[src/rtl/vga_ball_engine.sv]
`default_nettype none
// ============================================================================
//  Module   : vga_ball_engine
//  Purpose  : VGA timing generator with N_BALLS bouncing coloured discs.
//             Pixel logic runs at half the system clock through an internal
//             enable. The pixel path is two ticks deep and sync/blank are
//             delayed to stay aligned with it.
//  Ports    : clk         - system clock (only clock)
//             rst         - asynchronous reset, active low
//             pause       - high freezes ball positions at frame boundaries
//             VGA_HS/VS   - active-low syncs
//             VGA_R/G/B   - 8-bit colour, zero outside the active region
//             VGA_BLANK_N - high in the active region
//             VGA_CLOCK   - DAC pixel clock (inverted enable phase)
//             frame_start - one-clk pulse when both counters wrap to 0
//  Revision : 1.0 - initial release
// ============================================================================
module vga_ball_engine #(
    parameter int H_ACT   = 640,
    parameter int H_FRONT = 16,
    parameter int H_SYNC  = 96,
    parameter int H_BACK  = 48,
    parameter int V_ACT   = 480,
    parameter int V_FRONT = 11,
    parameter int V_SYNC  = 2,
    parameter int V_BACK  = 32,
    parameter int N_BALLS = 4,
    parameter int RADIUS  = 30,
    parameter int SPEED   = 1
) (
    input  logic       clk,
    input  logic       rst,
    input  logic       pause,
    output logic       VGA_HS,
    output logic       VGA_VS,
    output logic [7:0] VGA_R,
    output logic [7:0] VGA_G,
    output logic [7:0] VGA_B,
    output logic       VGA_BLANK_N,
    output logic       VGA_CLOCK,
    output logic       frame_start
);

    localparam int c_H_BLANK = H_FRONT + H_SYNC + H_BACK;
    localparam int c_V_BLANK = V_FRONT + V_SYNC + V_BACK;
    localparam int c_H_TOTAL = c_H_BLANK + H_ACT;
    localparam int c_V_TOTAL = c_V_BLANK + V_ACT;
    localparam int c_HW      = $clog2(c_H_TOTAL);
    localparam int c_VW      = $clog2(c_V_TOTAL);
    localparam int c_X_MAX   = H_ACT - 1 - RADIUS;
    localparam int c_Y_MAX   = V_ACT - 1 - RADIUS;

    localparam logic [23:0]        c_R2    = 24'(RADIUS * RADIUS);
    localparam logic signed [12:0] c_RAD_S = 13'(RADIUS);
    localparam logic signed [12:0] c_XMX_S = 13'(c_X_MAX);
    localparam logic signed [12:0] c_YMX_S = 13'(c_Y_MAX);

    function automatic logic [23:0] f_colour(input int idx);
        case (idx % 4)
            0:       f_colour = 24'h0000ff;
            1:       f_colour = 24'h00ff00;
            2:       f_colour = 24'hff0000;
            default: f_colour = 24'hffffff;
        endcase
    endfunction

    logic            r_pix_en;
    logic            w_tick;
    logic [c_HW-1:0] r_hcnt;
    logic [c_VW-1:0] r_vcnt;
    logic            w_h_last;
    logic            w_v_last;
    logic            w_hs0;
    logic            w_vs0;
    logic            w_act0;
    logic [11:0]     w_x0;
    logic [11:0]     w_y0;
    logic            r_hs1;
    logic            r_vs1;
    logic            r_act1;
    logic [N_BALLS-1:0] w_hit;
    logic [23:0]     w_rgb;

    assign w_tick    = r_pix_en;
    assign VGA_CLOCK = ~r_pix_en;
    assign w_h_last  = (r_hcnt == c_HW'(c_H_TOTAL - 1));
    assign w_v_last  = (r_vcnt == c_VW'(c_V_TOTAL - 1));

    // Line/frame order is front porch, sync, back porch, then active.
    assign w_hs0  = !((r_hcnt >= c_HW'(H_FRONT)) && (r_hcnt < c_HW'(H_FRONT + H_SYNC)));
    assign w_vs0  = !((r_vcnt >= c_VW'(V_FRONT)) && (r_vcnt < c_VW'(V_FRONT + V_SYNC)));
    assign w_act0 = (r_hcnt >= c_HW'(c_H_BLANK)) && (r_vcnt >= c_VW'(c_V_BLANK));
    assign w_x0   = 12'(r_hcnt) - 12'(c_H_BLANK);
    assign w_y0   = 12'(r_vcnt) - 12'(c_V_BLANK);

    always_ff @(posedge clk or negedge rst) begin
        if (!rst) begin
            r_pix_en    <= 1'b0;
            r_hcnt      <= '0;
            r_vcnt      <= '0;
            frame_start <= 1'b0;
        end else begin
            r_pix_en    <= ~r_pix_en;
            // Enable toggles every clk, so this is high for exactly one clk.
            frame_start <= w_tick && w_h_last && w_v_last;
            if (w_tick) begin
                if (w_h_last) begin
                    r_hcnt <= '0;
                    r_vcnt <= w_v_last ? '0 : r_vcnt + c_VW'(1);
                end else begin
                    r_hcnt <= r_hcnt + c_HW'(1);
                end
            end
        end
    end

    for (genvar b = 0; b < N_BALLS; b++) begin : g_ball
        logic [11:0]        r_bx;
        logic [11:0]        r_by;
        logic               r_dirx;        // 1 = moving in + direction
        logic               r_diry;
        logic signed [12:0] w_nx;
        logic signed [12:0] w_ny;
        logic signed [11:0] r_dx;
        logic signed [11:0] r_dy;
        logic signed [23:0] w_dxe;
        logic signed [23:0] w_dye;
        logic [23:0]        w_d2;

        assign w_nx = r_dirx ? 13'(r_bx) + 13'(SPEED) : 13'(r_bx) - 13'(SPEED);
        assign w_ny = r_diry ? 13'(r_by) + 13'(SPEED) : 13'(r_by) - 13'(SPEED);

        always_ff @(posedge clk or negedge rst) begin
            if (!rst) begin
                r_bx   <= 12'(50 + 40 * b);
                r_by   <= 12'(50 + 30 * b);
                r_dirx <= (b % 2 == 0);
                r_diry <= (b % 2 != 0);
            end else if (frame_start && !pause) begin
                // Counters are at (0,0) here, well outside the active area.
                if (w_nx < c_RAD_S) begin
                    r_bx   <= 12'(RADIUS);
                    r_dirx <= 1'b1;
                end else if (w_nx > c_XMX_S) begin
                    r_bx   <= 12'(c_X_MAX);
                    r_dirx <= 1'b0;
                end else begin
                    r_bx   <= w_nx[11:0];
                end
                if (w_ny < c_RAD_S) begin
                    r_by   <= 12'(RADIUS);
                    r_diry <= 1'b1;
                end else if (w_ny > c_YMX_S) begin
                    r_by   <= 12'(c_Y_MAX);
                    r_diry <= 1'b0;
                end else begin
                    r_by   <= w_ny[11:0];
                end
            end
        end

        // Stage 1: signed offsets from the ball centre.
        always_ff @(posedge clk or negedge rst) begin
            if (!rst) begin
                r_dx <= '0;
                r_dy <= '0;
            end else if (w_tick) begin
                r_dx <= w_x0 - r_bx;
                r_dy <= w_y0 - r_by;
            end
        end

        // Stage 2 compare: squares of offsets bounded by the line length fit 24 bits.
        assign w_dxe    = 24'(r_dx);
        assign w_dye    = 24'(r_dy);
        assign w_d2     = 24'(w_dxe * w_dxe) + 24'(w_dye * w_dye);
        assign w_hit[b] = (w_d2 <= c_R2);
    end

    // Scan from highest index down so the lowest overlapping ball wins.
    always_comb begin
        w_rgb = 24'h000000;
        for (int b = N_BALLS - 1; b >= 0; b--) begin
            if (w_hit[b]) begin
                w_rgb = f_colour(b);
            end
        end
    end

    always_ff @(posedge clk or negedge rst) begin
        if (!rst) begin
            r_hs1       <= 1'b1;
            r_vs1       <= 1'b1;
            r_act1      <= 1'b0;
            VGA_HS      <= 1'b1;
            VGA_VS      <= 1'b1;
            VGA_BLANK_N <= 1'b0;
            VGA_R       <= 8'h00;
            VGA_G       <= 8'h00;
            VGA_B       <= 8'h00;
        end else if (w_tick) begin
            r_hs1       <= w_hs0;
            r_vs1       <= w_vs0;
            r_act1      <= w_act0;
            VGA_HS      <= r_hs1;
            VGA_VS      <= r_vs1;
            VGA_BLANK_N <= r_act1;
            VGA_R       <= r_act1 ? w_rgb[23:16] : 8'h00;
            VGA_G       <= r_act1 ? w_rgb[15:8]  : 8'h00;
            VGA_B       <= r_act1 ? w_rgb[7:0]   : 8'h00;
        end
    end

endmodule
`default_nettype wire

[config.mk]
export PLATFORM = sky130hd
export DESIGN_NAME = vga_ball_engine
export DESIGN_NICKNAME = d
export VERILOG_FILES = /design/src/rtl/vga_ball_engine.sv
export SDC_FILE = /design/constraint.sdc
export NUM_CORES = 2
export LEC_CHECK = 0
export CAP_MARGIN = 20
export CORE_MARGIN = 8
export CORE_UTILIZATION = 65
export CTS_CLUSTER_SIZE = 10
export DETAILED_ROUTE_END_ITERATION = 10
export PLACE_DENSITY = 0.94
export SYNTH_ARGS = -nofsm -noshare
export SYNTH_HDL_FRONTEND = slang
export SYNTH_SLANG_ARGS = --single-unit
export TNS_END_PERCENT = 50
[constraint.sdc]
create_clock -name clk -period 13.37 [get_ports clk]
set_input_delay 3.3425 -clock clk [delete_from_list [all_inputs] [get_ports clk]]
set_output_delay 3.3425 -clock clk [all_outputs]
set_load 0.01 [all_outputs]
==> metrics.txt <==
status completed; initial antenna violation count 3; CP cell instances nand2_1, fa_1, inv_1, fa_1, fa_1, fa_1, fa_1, fa_1, inv_1, fa_1, inv_1, ha_1, a21oi_1, o21ai_0, a211oi_1, nor2_1, a21oi_1, o31ai_1, or4_4, nor4_2, a21oi_1, o2bb2ai_1; Worst Hold Class reg -> reg; Overflow after GRT 0; ant diodes 0; port bufs 31; FF+latch count, synth 231; Post-CTS Setup Bufs 0; CTS H-tree lvls 1; CTS tree yes; total number of vias 42800; synth top area cells fa_1, ha_1, inv_1; Worst Path Buf+Inv 3; Residual DRC 0; Syn Inst Count roughly 6200; period utilization between 60% and 70%; RSZ-0062 raised after global routing false; CTS Buffer Depth 3; Post-Syn Area per Cell 9.27 um2; crit-path max cell delay about 0.94 ns; die extent in x 314 um; EDFF count, synth 0; Place WS 5.09 ns; crit path launch type register; maximum VDD drop 95.8 uV; Num Clock Sinks 231; Pleak 30.4 nW; First DRT Iteration DRCs 3226; routed len/inst 18.9 um; Least-Margin Pin Slew about 1.2 ns; hold_sp g_ball[2].r_dirx; Final Max Tran Viols 0; worst skew pair latency 0.59 ns; hpwl dp 114000 um; Initial Util 65.4%; CP top delay family adder cells; setup_tns 0 ns; Req. time, crit path 13.86 ns; Finished Cell Area 0.0597 mm2; Fin. Hold Viols 0; top cell types by occurrence after synthesis inv_1, fa_1, ha_1; crit path launch g_ball[3].r_dy[11]; DR vias/cell 5.86; first-pass GRT wire length 233000 um; critical path's slowest cell fa_1; largest net degree at the start of global routing 121; Worst-path clk slew 0.06 ns; num ports 32; total routing usage reported by global routing 28.8%; FFs w/ async S/R, synth 100%; Pre-Repair DR Iteration Count 8; MaxCap Viol Count 0; layout cell share with drive strength beyond 1 between 2 and 3%; Final Setup Violations 0; clock skew 0.0207 ns; Critical Path AT about 9.0 ns; CP endpoint kind register; # hold bufs at CTS 0; post-route setup slack 4.87 ns; row cnt 109; CP Max Fanout 24; reg2reg setup slack between 4 and 5 ns; top_reg_cell synth dfrtp_1; drt total wl 138000 um; Root Buffer clkbuf_16; P&R area growth vs syn 3.49%; Mapped Nets between 7000 and 8000; top-count cell post-synth inv_1; Die Area 0.0986 mm2; most used cell, CP fa_1; gpl congestion around 0.95; PwrDens 25.4 mW/mm2; Slew HR 17.6%; final core occ 67.7%; critical path class reg -> reg; Yosys top cell by area fa_1; Max Fclk 118 MHz; Synth cell types slightly below 100; post-route ant nets 0; clock period minus worst slack around 8.5 ns; Mapped Area 0.0577 mm2; worst r2r src g_ball[3].r_dy[11]; Die Y 314 um; YS warnings 0; Seq/Total Area, Yosys roughly a tenth; Inserted Clock Buffers 30; Post-DP Area 0.0588 mm2; Core Box Area between 0.08 and 0.09 mm2; Final #Nets 7810; post-synth top area share 39.7%; Post-CTS Resized 0; total power ~1.5 mW; vias in the first global route 48000
worst paths after layout:
kind                                          end  cells after the start
max in group asynchronous       g_ball[0].r_by[6]                      2
worst min register to register   g_ball[2].r_dirx                      1
min in group asynchronous                VGA_B[6]                      1
worst min-delay path             g_ball[2].r_dirx                      1
worst max register to register           VGA_B[6]                     22
worst max-delay path                     VGA_B[6]                     22
registers in the layout, indices dropped and copies added (netlist names), 4 cells and up:
name,count
g_ball.r_bx,48
g_ball.r_dx,48
g_ball.r_by,48
g_ball.r_dy,48
g_ball.r_diry,4
g_ball.r_dirx,4
r_hcnt,10
r_vcnt,10
layer usage:
metal | GRT usage (%) | wire, um | vias up
met4 | 17.1 | 9680 | 6
met3 | 3.91 | 9270 | 628
met5 | 0 | 34 | -
met1 | 34.2 | 49900 | 21400
met2 | 50.0 | 69400 | 1824
li1 | - | - | 18900
report_power, final:
group,internal (mW),switching [mW],leakage (nW)
Sequential,0.700,0,2.61
Combinational,0.00118,0.0145,27.4
Clock,0.458,0.343,0.445
Total,1.16,0.357,30.4
cell usage in the layout, fill, tap and decap left out, types with 24 or more instances in the layout:
cell type	netlist	routed
nor2b_1	87	86
xnor2_1	195	195
a211oi_1	28	28
a21boi_0	39	39
o21a_1	24	24
a21oi_1	167	167
dfstp_2	34	34
clkbuf_16	0	30
ha_1	556	556
nand2b_1	46	45
a21o_1	68	68
mux2_2	34	34
xor2_1	83	83
fa_1	1144	1144
o31ai_1	31	31
clkdlybuf4s50_1	0	30
nand2_1	429	429
o21ai_0	201	201
nor3_1	64	64
and2_1	305	305
nor2_1	243	243
a31oi_1	25	25
nand3_1	40	40
dfrtp_1	197	196
inv_1	1597	1596
kinds of logic (layout without fill, tap and decap cells):
family                   after synthesis  after routing  share of synthesized area, %
buffers and inverters               1790           1699                          11.8
flip-flops                           231            231                          10.1
XOR/XNOR                             279            279                          4.25
AO/OA/AOI/OAI                        809            809                          9.32
adder cells (fa/ha/maj)             1700           1700                          51.7
AND/OR/NAND/NOR                     1363           1363                          11.8
multiplexers                          50             50                         0.941
stage by stage:
stage               hold slack (ns)  cells
floorplan                     0.461   6222
global placement              0.479   7239
detailed placement            0.491   7239
CTS                           0.506   7295
global route                  0.518   7296
finish                        0.503   7296
cell type report:
| type | count | area, um2 |
|---|---|---|
| Inverter | 1597 | 5990 |
| Fill cell | 6066 | 28500 |
| Timing Repair Buffer | 46 | 425 |
| Tap cell | 1165 | 1460 |
| Clock buffer | 49 | 862 |
| Sequential cell | 231 | 5830 |
| Clock inverter | 7 | 78.8 |
| Multi-Input combinational cell | 4201 | 45100 |
No activity file was read; power rests on OpenSTA's default activity.
